**config.mk**
```make
export PLATFORM = sky130hd
export DESIGN_NAME = bool_fn_extractor
export DESIGN_NICKNAME = d
export VERILOG_FILES = /design/src/rtl/bool_fn_extractor_pkg.sv /design/src/rtl/bool_fn_extractor_reduce.sv /design/src/rtl/bool_fn_extractor.sv
export SDC_FILE = /design/constraint.sdc
export NUM_CORES = 1
export LEC_CHECK = 0
export CAP_MARGIN = 25
export CORE_MARGIN = 2
export CORE_UTILIZATION = 43
export CTS_CLUSTER_DIAMETER = 150
export DETAILED_ROUTE_END_ITERATION = 8
export HOLD_SLACK_MARGIN = 0.05
export PLACE_DENSITY = 0.8
export SETUP_SLACK_MARGIN = 0.02
export SYNTH_ARGS = -nofsm -noshare
export SYNTH_HDL_FRONTEND = slang
export SYNTH_HIERARCHICAL = 1
export SYNTH_SLANG_ARGS = --single-unit
```
**constraint.sdc**
```tcl
create_clock -name clk -period 2.2 [get_ports clk]
set_input_delay 0.44 -clock clk [delete_from_list [all_inputs] [get_ports clk]]
set_output_delay 0.44 -clock clk [all_outputs]
set_load 0.05 [all_outputs]
```
**src/rtl/bool_fn_extractor_pkg.sv**
```systemverilog
// Shared definitions for the boolean-function extractor: state encoding and
// the widths of the recovered truth table and sample counter.
package bool_fn_extractor_pkg;

   localparam int BFN_W = 4;
   localparam int CNT_W = 8;

   typedef enum logic [1:0] {
      IDLE    = 2'd0,
      COLLECT = 2'd1,
      DONE    = 2'd2,
      ERROR   = 2'd3
   } state_t;

endpackage

```
**src/rtl/bool_fn_extractor_reduce.sv**
```systemverilog
// Per-word reduction: for every select value {b[i],a[i]}, flag whether any bit
// position showed y=1 (hit1) or y=0 (hit0).
module bool_fn_reduce
   import bool_fn_extractor_pkg::*;
#(
   parameter int W = 32
) (
   input  logic [W-1:0]     a,
   input  logic [W-1:0]     b,
   input  logic [W-1:0]     y,
   output logic [BFN_W-1:0] hit0,
   output logic [BFN_W-1:0] hit1
);

   always_comb begin
      hit0 = '0;
      hit1 = '0;
      for (int i = 0; i < W; i++) begin
         if (y[i]) hit1[{b[i], a[i]}] = 1'b1;
         else      hit0[{b[i], a[i]}] = 1'b1;
      end
   end

endmodule

```
**src/rtl/bool_fn_extractor.sv**
```systemverilog
// Observes operand/result words of a per-bit 4:1 truth-table unit and recovers
// its 4-bit function code, flagging contradictory observations.
module bool_fn_extractor
   import bool_fn_extractor_pkg::*;
#(
   parameter int W = 32
) (
   input  logic             clk,
   input  logic             reset,
   input  logic             in_valid,
   output logic             in_ready,
   input  logic [W-1:0]     a,
   input  logic [W-1:0]     b,
   input  logic [W-1:0]     y,
   input  logic             finish,
   input  logic             clear,
   output logic             out_valid,
   input  logic             out_ready,
   output logic [BFN_W-1:0] bfn,
   output logic [BFN_W-1:0] known,
   output logic             conflict,
   output logic [CNT_W-1:0] count
);

   function automatic logic [CNT_W-1:0] sat_inc(input logic [CNT_W-1:0] c);
      return (&c) ? c : c + 1'b1;
   endfunction

   state_t             state_p0, state_n;
   logic [BFN_W-1:0]   seen0_p0, seen1_p0, seen0_n, seen1_n;
   logic [CNT_W-1:0]   count_p0, count_n;
   logic [BFN_W-1:0]   hit0, hit1;
   logic               collecting, accept;

   bool_fn_reduce #(.W(W)) u_reduce (
      .a    (a),
      .b    (b),
      .y    (y),
      .hit0 (hit0),
      .hit1 (hit1)
   );

   assign collecting = (state_p0 == IDLE) || (state_p0 == COLLECT);
   assign accept     = in_valid && collecting && !clear;

   // Outputs are forced to their idle values while reset is held.
   assign in_ready  = reset || (collecting && !clear);
   assign out_valid = !reset && !collecting;
   assign bfn       = reset ? '0 : (seen1_p0 & ~seen0_p0);
   assign known     = reset ? '0 : (seen1_p0 | seen0_p0);
   assign conflict  = !reset && (state_p0 == ERROR) && |(seen0_p0 & seen1_p0);
   assign count     = reset ? '0 : count_p0;

   always_ff @(posedge clk) begin
      if (reset) begin
         state_p0 <= IDLE;
         seen0_p0 <= '0;
         seen1_p0 <= '0;
         count_p0 <= '0;
      end else begin
         state_p0 <= state_n;
         seen0_p0 <= seen0_n;
         seen1_p0 <= seen1_n;
         count_p0 <= count_n;
      end
   end

   always_comb begin
      state_n = state_p0;
      seen0_n = seen0_p0;
      seen1_n = seen1_p0;
      count_n = count_p0;
      case (state_p0)
         IDLE, COLLECT: begin
            if (accept) begin
               seen0_n = seen0_p0 | hit0;
               seen1_n = seen1_p0 | hit1;
               count_n = sat_inc(count_p0);
            end
            // Decide on the updated masks so the same-cycle sample is included.
            if (accept || finish) begin
               if (|(seen0_n & seen1_n))                state_n = ERROR;
               else if ((&(seen0_n | seen1_n)) || finish) state_n = DONE;
               else                                      state_n = COLLECT;
            end
         end
         DONE, ERROR: begin
            if (out_ready) begin
               state_n = IDLE;
               seen0_n = '0;
               seen1_n = '0;
               count_n = '0;
            end
         end
         default: state_n = IDLE;
      endcase
      if (clear) begin
         state_n = IDLE;
         seen0_n = '0;
         seen1_n = '0;
         count_n = '0;
      end
   end

endmodule

```
==> results of run 1 <==
-- sequential cells by signal, indices dropped and copies added (netlist names) --
register  cells
count_p0      8
seen0_p0      4
seen1_p0      4
state_p0      2
-- worst max-delay path, cell delays in order --
cell and delay (ns):
clkdlybuf4s15_2 0.32, nor2_1 0.11, a2111oi_2 0.33, nand4_1 0.18, or3_4 0.38, nor4bb_4 0.18, o22ai_1 0.21, o2111a_2 0.27
a311oi_2 0.10
-- cells in the final DEF, fill, tap and decap left out, types with 5 or more instances in the layout --
cell             count
buf_2               10
buf_12              19
o21a_1               7
o22ai_1             17
nor3_1              36
dfxtp_1             18
a21oi_2              7
a22oi_2              5
nor4_1              13
nand2_1             49
nor3b_4             14
nor3b_1             25
nand3_1             39
clkbuf_2            37
nor2b_1              8
dlygate4sd2_1       23
nand3b_1            63
clkdlybuf4s15_2     10
a21oi_1             10
nor4bb_4             6
nor4_2               7
nor3b_2             17
a22oi_1             12
buf_4              119
clkdlybuf4s15_1     15
nor2_1              66
buf_6               18
nand4_1             32
-- cells by family after synthesis --
| logic type | count (synthesis) |
|---|---|
| AND/OR/NAND/NOR | 394 |
| AO/OA/AOI/OAI | 87 |
| buffers and inverters | 52 |
| flip-flops | 18 |
| XOR/XNOR | 2 |
| multiplexers | 1 |
| adder cells (fa/ha/maj) | 1 |
-- power groups by stage --
stage | sequential [mW] | clock, mW | combinational [mW]
final | 0.349 | 0.282 | 1.13
after detailed placement | 0.353 | 0 | 1.01
after CTS | 0.347 | 0.278 | 1.04
after global routing | 0.350 | 0.298 | 1.18
after global placement | 0.352 | 0 | 0.992
after floorplan | 0.350 | 0 | 0.429
-- per-layer routing --
metal | global-route usage [%] | up-vias | wire length, um
met4 | 18.36 | 0 | 1382
met3 | 11.49 | 137 | 2511
met2 | 69.35 | 441 | 8778
met5 | 0 | - | 0
li1 | - | 2542 | -
met1 | 51.01 | 2608 | 6970
-- final cells by class --
| class | instances | area share (%) |
|---|---|---|
| Clock buffer | 4 | 0.8772 |
| Multi-Input combinational cell | 485 | 55.56 |
| Sequential cell | 18 | 5.742 |
| Tap cell | 102 | 2.033 |
| Timing Repair Buffer | 257 | 35.79 |
-- how the worst max path moves through the flow --
stage,end,cells after the start
after CTS,state_p0[1],9
final,state_p0[1],9
after global routing,state_p0[1],10
after global placement,state_p0[1],11
after floorplan,bfn[0],3
after detailed placement,state_p0[1],11
-- per-stage QoR --
| stage | area, um^2 | power [mW] |
|---|---|---|
| floorplan | 3610 | 0.7792 |
| global placement | 5839 | 1.344 |
| detailed placement | 5839 | 1.362 |
| CTS | 6226 | 1.670 |
| global route | 6276 | 1.827 |
| finish | 6276 | 1.762 |
-- what timing repair did --
item                       4_1_cts  5_1_grt
setup buffers                    4        2
setup endpoints to repair       13        3
cloned                           0        0
resized for setup              248      118
pin swaps                       40       31
==> key figures, run 1 <==
STA
  – Worst setup margin: -0.1934 ns
  – Fin Clk Skew: 0.003819 ns
  – RSZ-0062 raised after global routing: true
  – Hold WS: 0.5324 ns
  – Setup TNS: -0.3762 ns
  – Worst Tran Pin Value: 0.5364 ns
  – Final setup fails: 2
  – Slew headroom: 64.24%
  – Fraction of the cycle the final worst path needs: 108.8%
  – Fmax: 417.8 MHz
  – Max-slew violations: 0
  – Tmin final: 2.393 ns
  – Hold Fails Final Rpt: 0

Worst hold path
  – Hold Path Class: reg2reg
  – Hold Path Origin: count_p0[5]
  – Hold EP: count_p0[5]
  – Worst Hold Depth: 2

GRT
  – First-pass GRT wire length: 28460 um
  – Gr usage total: 41.96%
  – Vias in the first global route: 5309
  – Initial antenna violation count: 0
  – Global route overflow: 0
  – Largest net degree at the start of global routing: 11

Synth
  – Synth Register Bits: 18
  – Commonest cells post-synth: 68 x nor2_1, 63 x nand3b_1, 55 x nor3b_1
  – Async S/R FF share, synth: 0%
  – Post-Syn Nets: 658
  – Adder-Cell Fraction of Synth Area: 0.3565%
  – Most common cell in the netlist: nor2_1
  – Count of cell types in the netlist: 51
  – EDFF count, synth: 0
  – Cells after synthesis: 555
  – Xor-xnor portion of the synthesized cell area: 0.4991%
  – Post-synthesis cell type with the largest combined area: nand3b_1
  – Largest family of logic cells by synthesized area: simple AND/OR/NAND/NOR gates
  – Post-synthesis compound-gate area fraction: 17.97%
  – Synth area leaders: nand3b_1 13%, nor3b_1 12%, dfxtp_1 10%
  – Synth top area share: 13.48%
  – Mapped cell area: 3510 um^2
  – Mux contribution to synthesized area: 0.2852%
  – Yosys Warn Count: 6
  – Seq/Total Area, Yosys: 10.27%
  – Average size of a mapped cell: 6.324 um^2
  – Dominant synthesized flop cell: dfxtp_1
  – Post-synthesis simple-gate area fraction: 64.53%

Pwr
  – Reg power frac: 19.8%
  – Power Dens Cells: 280.8 nW/um^2
  – Leakage: 2.487 nW
  – Internal power: 1.028 mW
  – P_sw: 0.7340 mW
  – Switching portion of total power: 41.65%
  – Clock power frac: 16.0%
  – Worst IR drop on VDD: 0.2008 mV
  – Logic pwr share: 64.2%

Floorplanning
  – Std-Cell Rows: 32
  – Initial Util: 44.95%
  – Core area: 7807 um^2
  – Die height: 94.35 um
  – DIE AREA: 8901 um^2
  – Die Span X: 94.35 um
  – IO Pins: 121

Detailed routing
  – Post-DRT Antenna Nets: 0
  – Total Wirelength: 19640 um
  – Initial DRT Pass Iterations: 6
  – Vias/cell: 6.614
  – Drt drc: 0
  – Initial drt markers: 749
  – Via count: 5728
  – Drt wl/cell: 22.68 um

Placement
  – Input/output buffers: 120
  – GPL Wtd Cong: 1.139
  – Post-DP HPWL: 15010 um
  – Cell total after placement: 858
  – Placement Setup Slack: -0.7811 ns

Setup path
  – Reg2Reg Depth: 6
  – R2R Path End: state_p0[0]
  – Worst EP required: 2.34 ns
  – CP startpoint kind: input port
  – Reg2Reg Setup Slack: 0.38 ns
  – CP Class: in2reg
  – Crit path from: y[7]
  – Worst Path Arrival: 2.54 ns
  – Crit end category: register
  – FF-to-FF Start: state_p0[1]
  – CP max FO: 7

Clock network
  – CTS H-tree lvls: 1
  – Root buf cell: clkbuf_8
  – Worst-path clk slew: 0.07 ns
  – Clk_lat worst skew: 0.26 ns
  – Cts hold-fix bufs: 0
  – Max Root-Sink Buffers: 2
  – Clk sinks: 18
  – CTS tree: built
  – CTS buffer count: 3

Cells and area
  – Share of layout cells above drive strength 1: 39.40%
  – Core Util, Final: 80.38%
  – Register area: 360.3 um^2
  – Layout fillers: 544
  – Final Net Count: 868
  – Diode count: 0
  – Fin cells: 866
  – Area grow syn2layout: 78.82%
  – Multi-input gate area: 3487 um^2

Status
  – Status: finished with violations
  – Failing checks: setup timing

Run
  – # Max-Cap Violations: 0
No activity file was read; power rests on OpenSTA's default activity.
==> run 2: changes to the inputs <==
==> constraint.sdc (replaced) <==
create_clock -name clk -period 2 [get_ports clk]
set_input_delay 0.4 -clock clk [delete_from_list [all_inputs] [get_ports clk]]
set_output_delay 0.4 -clock clk [all_outputs]
set_load 0.05 [all_outputs]
==> key figures, run 2 (synthesis results as in run 1) <==
Status
  – Failing checks: setup timing
  – Status: finished with violations

Detailed routing
  – Vias/cell: 6.693
  – Total Wirelength: 20250 um
  – Drt wl/cell: 23.20 um
  – Initial drt markers: 801
  – Initial DRT Pass Iterations: 5
  – Drt drc: 0
  – Via count: 5843
  – Post-DRT Antenna Nets: 0

Worst hold path
  – Hold Path Origin: count_p0[5]
  – Hold Path Class: reg2reg
  – Hold EP: count_p0[5]
  – Worst Hold Depth: 2

Clock network
  – Root buf cell: clkbuf_8
  – CTS H-tree lvls: 1
  – CTS buffer count: 3
  – Clk sinks: 18
  – Clk_lat worst skew: 0.25 ns
  – Worst-path clk slew: 0.07 ns
  – Cts hold-fix bufs: 0
  – Max Root-Sink Buffers: 2
  – CTS tree: built

Placement
  – GPL Wtd Cong: 1.086
  – Placement Setup Slack: -0.9850 ns
  – Input/output buffers: 120
  – Post-DP HPWL: 15410 um

GRT
  – Global route overflow: 0
  – Vias in the first global route: 5317
  – Largest net degree at the start of global routing: 11
  – Initial antenna violation count: 0
  – Gr usage total: 42.81%
  – First-pass GRT wire length: 29140 um

Cells and area
  – Share of layout cells above drive strength 1: 44.62%
  – Final Net Count: 875
  – Diode count: 0
  – Number of flip-flops in the largest register: 8
  – Commonest cells after routing, fill and taps aside: 118 x buf_4, 64 x clkbuf_2, 63 x nor2_1, 63 x nand3b_1, 48 x nand2_1
  – Commonest non-fill, non-tap cell in the layout: buf_4
  – Regs by FF count: count_p0 (8), seen0_p0 (4), seen1_p0 (4)
  – Area grow syn2layout: 80.50%
  – Top reg by flops: count_p0

Floorplanning
  – Die Span X: 94.35 um
  – Initial Util: 44.95%
  – Core area: 7807 um^2
  – DIE AREA: 8901 um^2
  – Die height: 94.35 um
  – Std-Cell Rows: 32
  – IO Pins: 121

Setup path
  – CP max FO: 3
  – Worst Path Arrival: 2.47 ns
  – Crit end category: register
  – Reg2Reg Setup Slack: 0.16 ns
  – Reg2Reg Depth: 6
  – R2R Path End: state_p0[0]
  – Worst EP required: 2.12 ns
  – FF-to-FF Start: state_p0[1]
  – CP startpoint kind: input port
  – CP Class: in2reg

STA
  – Max-slew violations: 0
  – Slew headroom: 63.59%
  – Worst Tran Pin Value: 0.5420 ns
  – Fraction of the cycle the final worst path needs: 117.3%
  – Worst setup margin: -0.3458 ns
  – Setup TNS: -0.7048 ns
  – RSZ-0062 raised after global routing: true
  – Hold Fails Final Rpt: 0
  – Fin Clk Skew: 0.002288 ns
  – Tmin final: 2.346 ns
  – Final setup fails: 3
  – Fmax: 426.3 MHz

Pwr
  – Leakage: 2.542 nW
  – Power, Total: 1.961 mW
  – Power Dens Cells: 309.5 nW/um^2
  – Worst IR drop on VDD: 0.2810 mV

Run
  – # Max-Cap Violations: 0
run 2: cell types whose count changed in the layout (fill, tap and decap cells not counted), sizes merged:
cell           previous run  this run
dlygate4sd2              23         6
buf                     168       178
clkdlybuf4s15            25        11
clkbuf                   41        68
dlymetal6s2s              0         1
run 2: timing repair:
item                       in CTS  in global routing
buffers inserted                3                  2
gates cloned                    0                  0
setup endpoints to repair      11                 10
gates resized for setup       229                211
pin swaps                      42                 54
hold endpoints to repair        0                  0
run 2: layout make-up:
| class | count | area [um^2] |
|---|---|---|
| tap | 102 | 127.6 |
| fill | 559 | 1473 |
| sequential | 18 | 360.3 |
| timing repair buffer | 264 | 2202 |
| clock buffer | 4 | 55.05 |
| multi-input combinational | 485 | 3590 |
run 2: worst max-delay path by stage:
stage | slack [ns] | start | endpoint | cells after the start
floorplan | -0.37 | reset | bfn[0] | 3
global placement | -0.85 | b[7] | state_p0[1] | 10
detailed placement | -0.99 | a[19] | state_p0[1] | 9
CTS | -0.29 | a[18] | state_p0[1] | 9
global route | -0.35 | y[24] | state_p0[1] | 9
finish | -0.35 | y[21] | state_p0[1] | 9
run 2: layer usage:
metal / GRT usage (%) / vias to the layer above / share of wire (%)
met1: 53.21 / 2691 / 36
met2: 69.70 / 471 / 44
met4: 19.69 / 0 / 6.8
li1: - / 2545 / -
met3: 10.61 / 136 / 13
met5: 0 / - / 0
run 2: power by group:
part           leakage [nW]  internal [mW]  switching, mW  total [mW]
Clock                0.0288          0.175          0.120       0.295
Combinational          2.37          0.601          0.682        1.28
Sequential            0.146          0.368         0.0162       0.384
run 2: stage by stage:
| stage | cells | hold WS [ns] | utilization [%] | cell area (um^2) |
|---|---|---|---|---|
| floorplan | 555 | 0.4598 | - | 3610 |
| global placement | 867 | 0.4970 | 75.66 | 5907 |
| detailed placement | 867 | 0.5310 | 75.66 | 5907 |
| CTS | 873 | 0.5542 | 80.26 | 6266 |
| global route | 873 | 0.5863 | 81.14 | 6335 |
| finish | 873 | 0.5868 | 81.14 | 6335 |
run 2: worst max-delay path, cell delays in order:
cell and delay (ns):
clkdlybuf4s15_1 0.29, nor3b_1 0.12, nor2_1 0.17, nand4_1 0.13
or4_4 0.57, nor4bb_4 0.18, o22ai_1 0.24, o2111a_1 0.27
a311oi_2 0.11
==> run 3: changes to the inputs <==
--- a/config.mk
+++ b/config.mk
@@ -11,9 +11,8 @@
 export CTS_CLUSTER_DIAMETER = 150
 export DETAILED_ROUTE_END_ITERATION = 8
 export HOLD_SLACK_MARGIN = 0.05
-export PLACE_DENSITY = 0.8
+export PLACE_DENSITY = 0.79
 export SETUP_SLACK_MARGIN = 0.02
 export SYNTH_ARGS = -nofsm -noshare
 export SYNTH_HDL_FRONTEND = slang
-export SYNTH_HIERARCHICAL = 1
 export SYNTH_SLANG_ARGS = --single-unit
==> key figures, run 3 <==
Cells and area
  – Final Net Count: 925
  – Diode count: 0
  – Layout fillers: 575
  – Commonest non-fill, non-tap cell in the layout: buf_4
  – Share of layout cells above drive strength 1: 46.46%
  – Regs by FF count: count_p0 (8), seen0_p0 (4), seen1_p0 (4)
  – Number of flip-flops in the largest register: 8
  – Commonest cells after routing, fill and taps aside: 131 x buf_4, 87 x nor2_1, 61 x buf_6
  – Top reg by flops: count_p0
  – Core Util, Final: 81.22%
  – Fin cells: 925
  – Area grow syn2layout: 85.29%

STA
  – Setup TNS: -1.388 ns
  – Fin Clk Skew: 0.0008497 ns
  – RSZ-0062 raised after global routing: true
  – Fraction of the cycle the final worst path needs: 117.6%
  – Final setup fails: 7
  – Worst setup margin: -0.3517 ns
  – Tmin final: 2.352 ns
  – Fmax: 425.2 MHz
  – Hold Fails Final Rpt: 0
  – Worst Tran Pin Value: 0.5734 ns
  – Max-slew violations: 0
  – Slew headroom: 61.77%

Floorplanning
  – Std-Cell Rows: 33
  – Die Span X: 94.83 um
  – IO Pins: 121
  – Initial Util: 43.83%
  – DIE AREA: 8992 um^2
  – Core area: 8093 um^2
  – Die height: 94.83 um

Setup path
  – CP max FO: 7
  – Worst Path Arrival: 2.48 ns
  – Crit end category: register
  – Slowest stage delay, CP: 0.51 ns
  – CP Cell Sequence: buf_8, buf_4, buf_6, and3_1, a31oi_1, nand4_2, or4_4, a21oi_4, o22ai_2, a211oi_4, a311oi_2
  – CP startpoint kind: input port
  – CP Class: in2reg
  – Crit path max-delay cell type: or4_4
  – Worst EP required: 2.12 ns

GRT
  – Vias in the first global route: 5349
  – Gr usage total: 41.20%
  – Largest net degree at the start of global routing: 17
  – First-pass GRT wire length: 28350 um
  – Global route overflow: 0
  – Initial antenna violation count: 0

Clock network
  – Clk_lat worst skew: 0.26 ns
  – Max Root-Sink Buffers: 2
  – Root buf cell: clkbuf_8
  – Clk sinks: 18
  – CTS buffer count: 3
  – CTS H-tree lvls: 1
  – Worst-path clk slew: 0.07 ns
  – CTS tree: built

Pwr
  – Logic pwr share: 68.4%
  – Clock power frac: 13.0%
  – Reg power frac: 18.6%
  – Power Dens Cells: 311.0 nW/um^2
  – Power, Total: 2.044 mW
  – Switching portion of total power: 42.08%
  – Leakage: 2.706 nW
  – Worst IR drop on VDD: 0.2532 mV
  – P_sw: 0.8602 mW
  – Internal power: 1.184 mW

Synth
  – Mapped cell area: 3547 um^2
  – Synth Register Bits: 18
  – Post-synthesis cell type with the largest combined area: nor3b_1
  – Async S/R FF share, synth: 0%
  – Seq/Total Area, Yosys: 10.16%
  – Average size of a mapped cell: 6.158 um^2
  – Dominant synthesized flop cell: dfxtp_1
  – Synth top area share: 12.28%
  – Synth area leaders: nor3b_1 12%, dfxtp_1 10%, nand3b_1 10%
  – Count of cell types in the netlist: 44
  – Most common cell in the netlist: nor2_1
  – Commonest cells post-synth: 88 x nor2_1, 64 x nand2_1, 58 x nor3b_1
  – Cells after synthesis: 576
  – Yosys Warn Count: 0
  – Post-Syn Nets: 679
  – EDFF count, synth: 0

Placement
  – Post-DP HPWL: 14370 um
  – Cell total after placement: 891
  – GPL Wtd Cong: 1.008
  – Input/output buffers: 120

Detailed routing
  – Via count: 5927
  – Initial DRT Pass Iterations: 6
  – Met3 WL post-DR: 2214 um
  – Drt wl/cell: 21.20 um
  – Vias/cell: 6.408
  – Drt drc: 0
  – Initial drt markers: 761
  – Total Wirelength: 19610 um
  – Metal-1 WL: 7236 um
  – Post-DRT Antenna Nets: 0
  – Highest metal used: met4
  – Routed length on met2: 8965 um

Status
  – Status: finished with violations
  – Failing checks: setup timing

Worst hold path
  – Hold Path Class: reg2reg

Run
  – # Max-Cap Violations: 0
[run 3: timing repair]
item	in CTS	in global routing
pin swaps	56	68
endpoints found under the setup margin	14	12
hold buffers	0	0
buffers inserted	12	21
gates resized for setup	319	207
gates cloned	0	0
[run 3: final timing paths]
| check | depth (start not counted) | start | slack, ns | endpoint |
|---|---|---|---|---|
| hold reg to reg | 2 | count_p0[5] | 0.51 | count_p0[5] |
| setup reg to reg | 8 | count_p0[2] | 0.20 | count_p0[4] |
| setup / recovery | 11 | a[23] | -0.35 | state_p0[1] |
| hold / removal | 2 | count_p0[5] | 0.51 | count_p0[5] |
[run 3: power groups by stage]
stage	clock (mW)	combinational, mW	sequential (mW)
global route	0.280	1.46	0.382
floorplan	0	0.494	0.384
global placement	0	1.13	0.386
detailed placement	0	1.15	0.386
CTS	0.259	1.20	0.380
finish	0.265	1.40	0.381
[run 3: routing by layer]
metal	track usage (%)	vias to the layer above
li1	-	2607
met1	51.37	2691
met2	69.21	490
met3	9.417	139
met4	14.86	0
met5	0	-
[run 3: kinds of logic after synthesis]
| family | count (synthesis) | share of synthesized area, % |
|---|---|---|
| xor gates and xnor gates | 4 | 0.9876 |
| adders and majority gates | 1 | 0.3527 |
| buffers and inverters | 56 | 8.113 |
| AOI/OAI and AO/OA | 94 | 17.71 |
| DFF | 18 | 10.16 |
| and+or+nand+nor | 402 | 62.40 |
| muxes | 1 | 0.2822 |
[run 3: final cells by class]
type                    instances  area [um^2]  share of cell area [%]
clock buffers                   3        41.29                  0.6282
inverters                       1        3.754                 0.05711
multi-input cells             502         3457                   52.60
flip-flops and latches         18        360.3                   5.483
well taps                     105        131.4                   1.999
repair buffers                296         2579                   39.23
[run 3: worst max-delay path, delay by kind of cell]
| family | cells | cell delay (ns) |
|---|---|---|
| compound gates | 5 | 0.95 |
| simple gates | 3 | 0.79 |
| buf+inv | 3 | 0.34 |
[run 3: stage by stage]
| stage | setup slack, ns | cell area, um^2 | hold slack [ns] |
|---|---|---|---|
| 3_3_place_gp | -1.102 | 5888 | 0.4707 |
| 3_5_place_dp | -1.176 | 5888 | 0.5047 |
| 4_1_cts | -0.4038 | 6243 | 0.5143 |
| 2_1_floorplan | -0.3569 | 3592 | 0.4581 |
| 5_1_grt | -0.3739 | 6573 | 0.5362 |
| 6_report | -0.3517 | 6573 | 0.5109 |
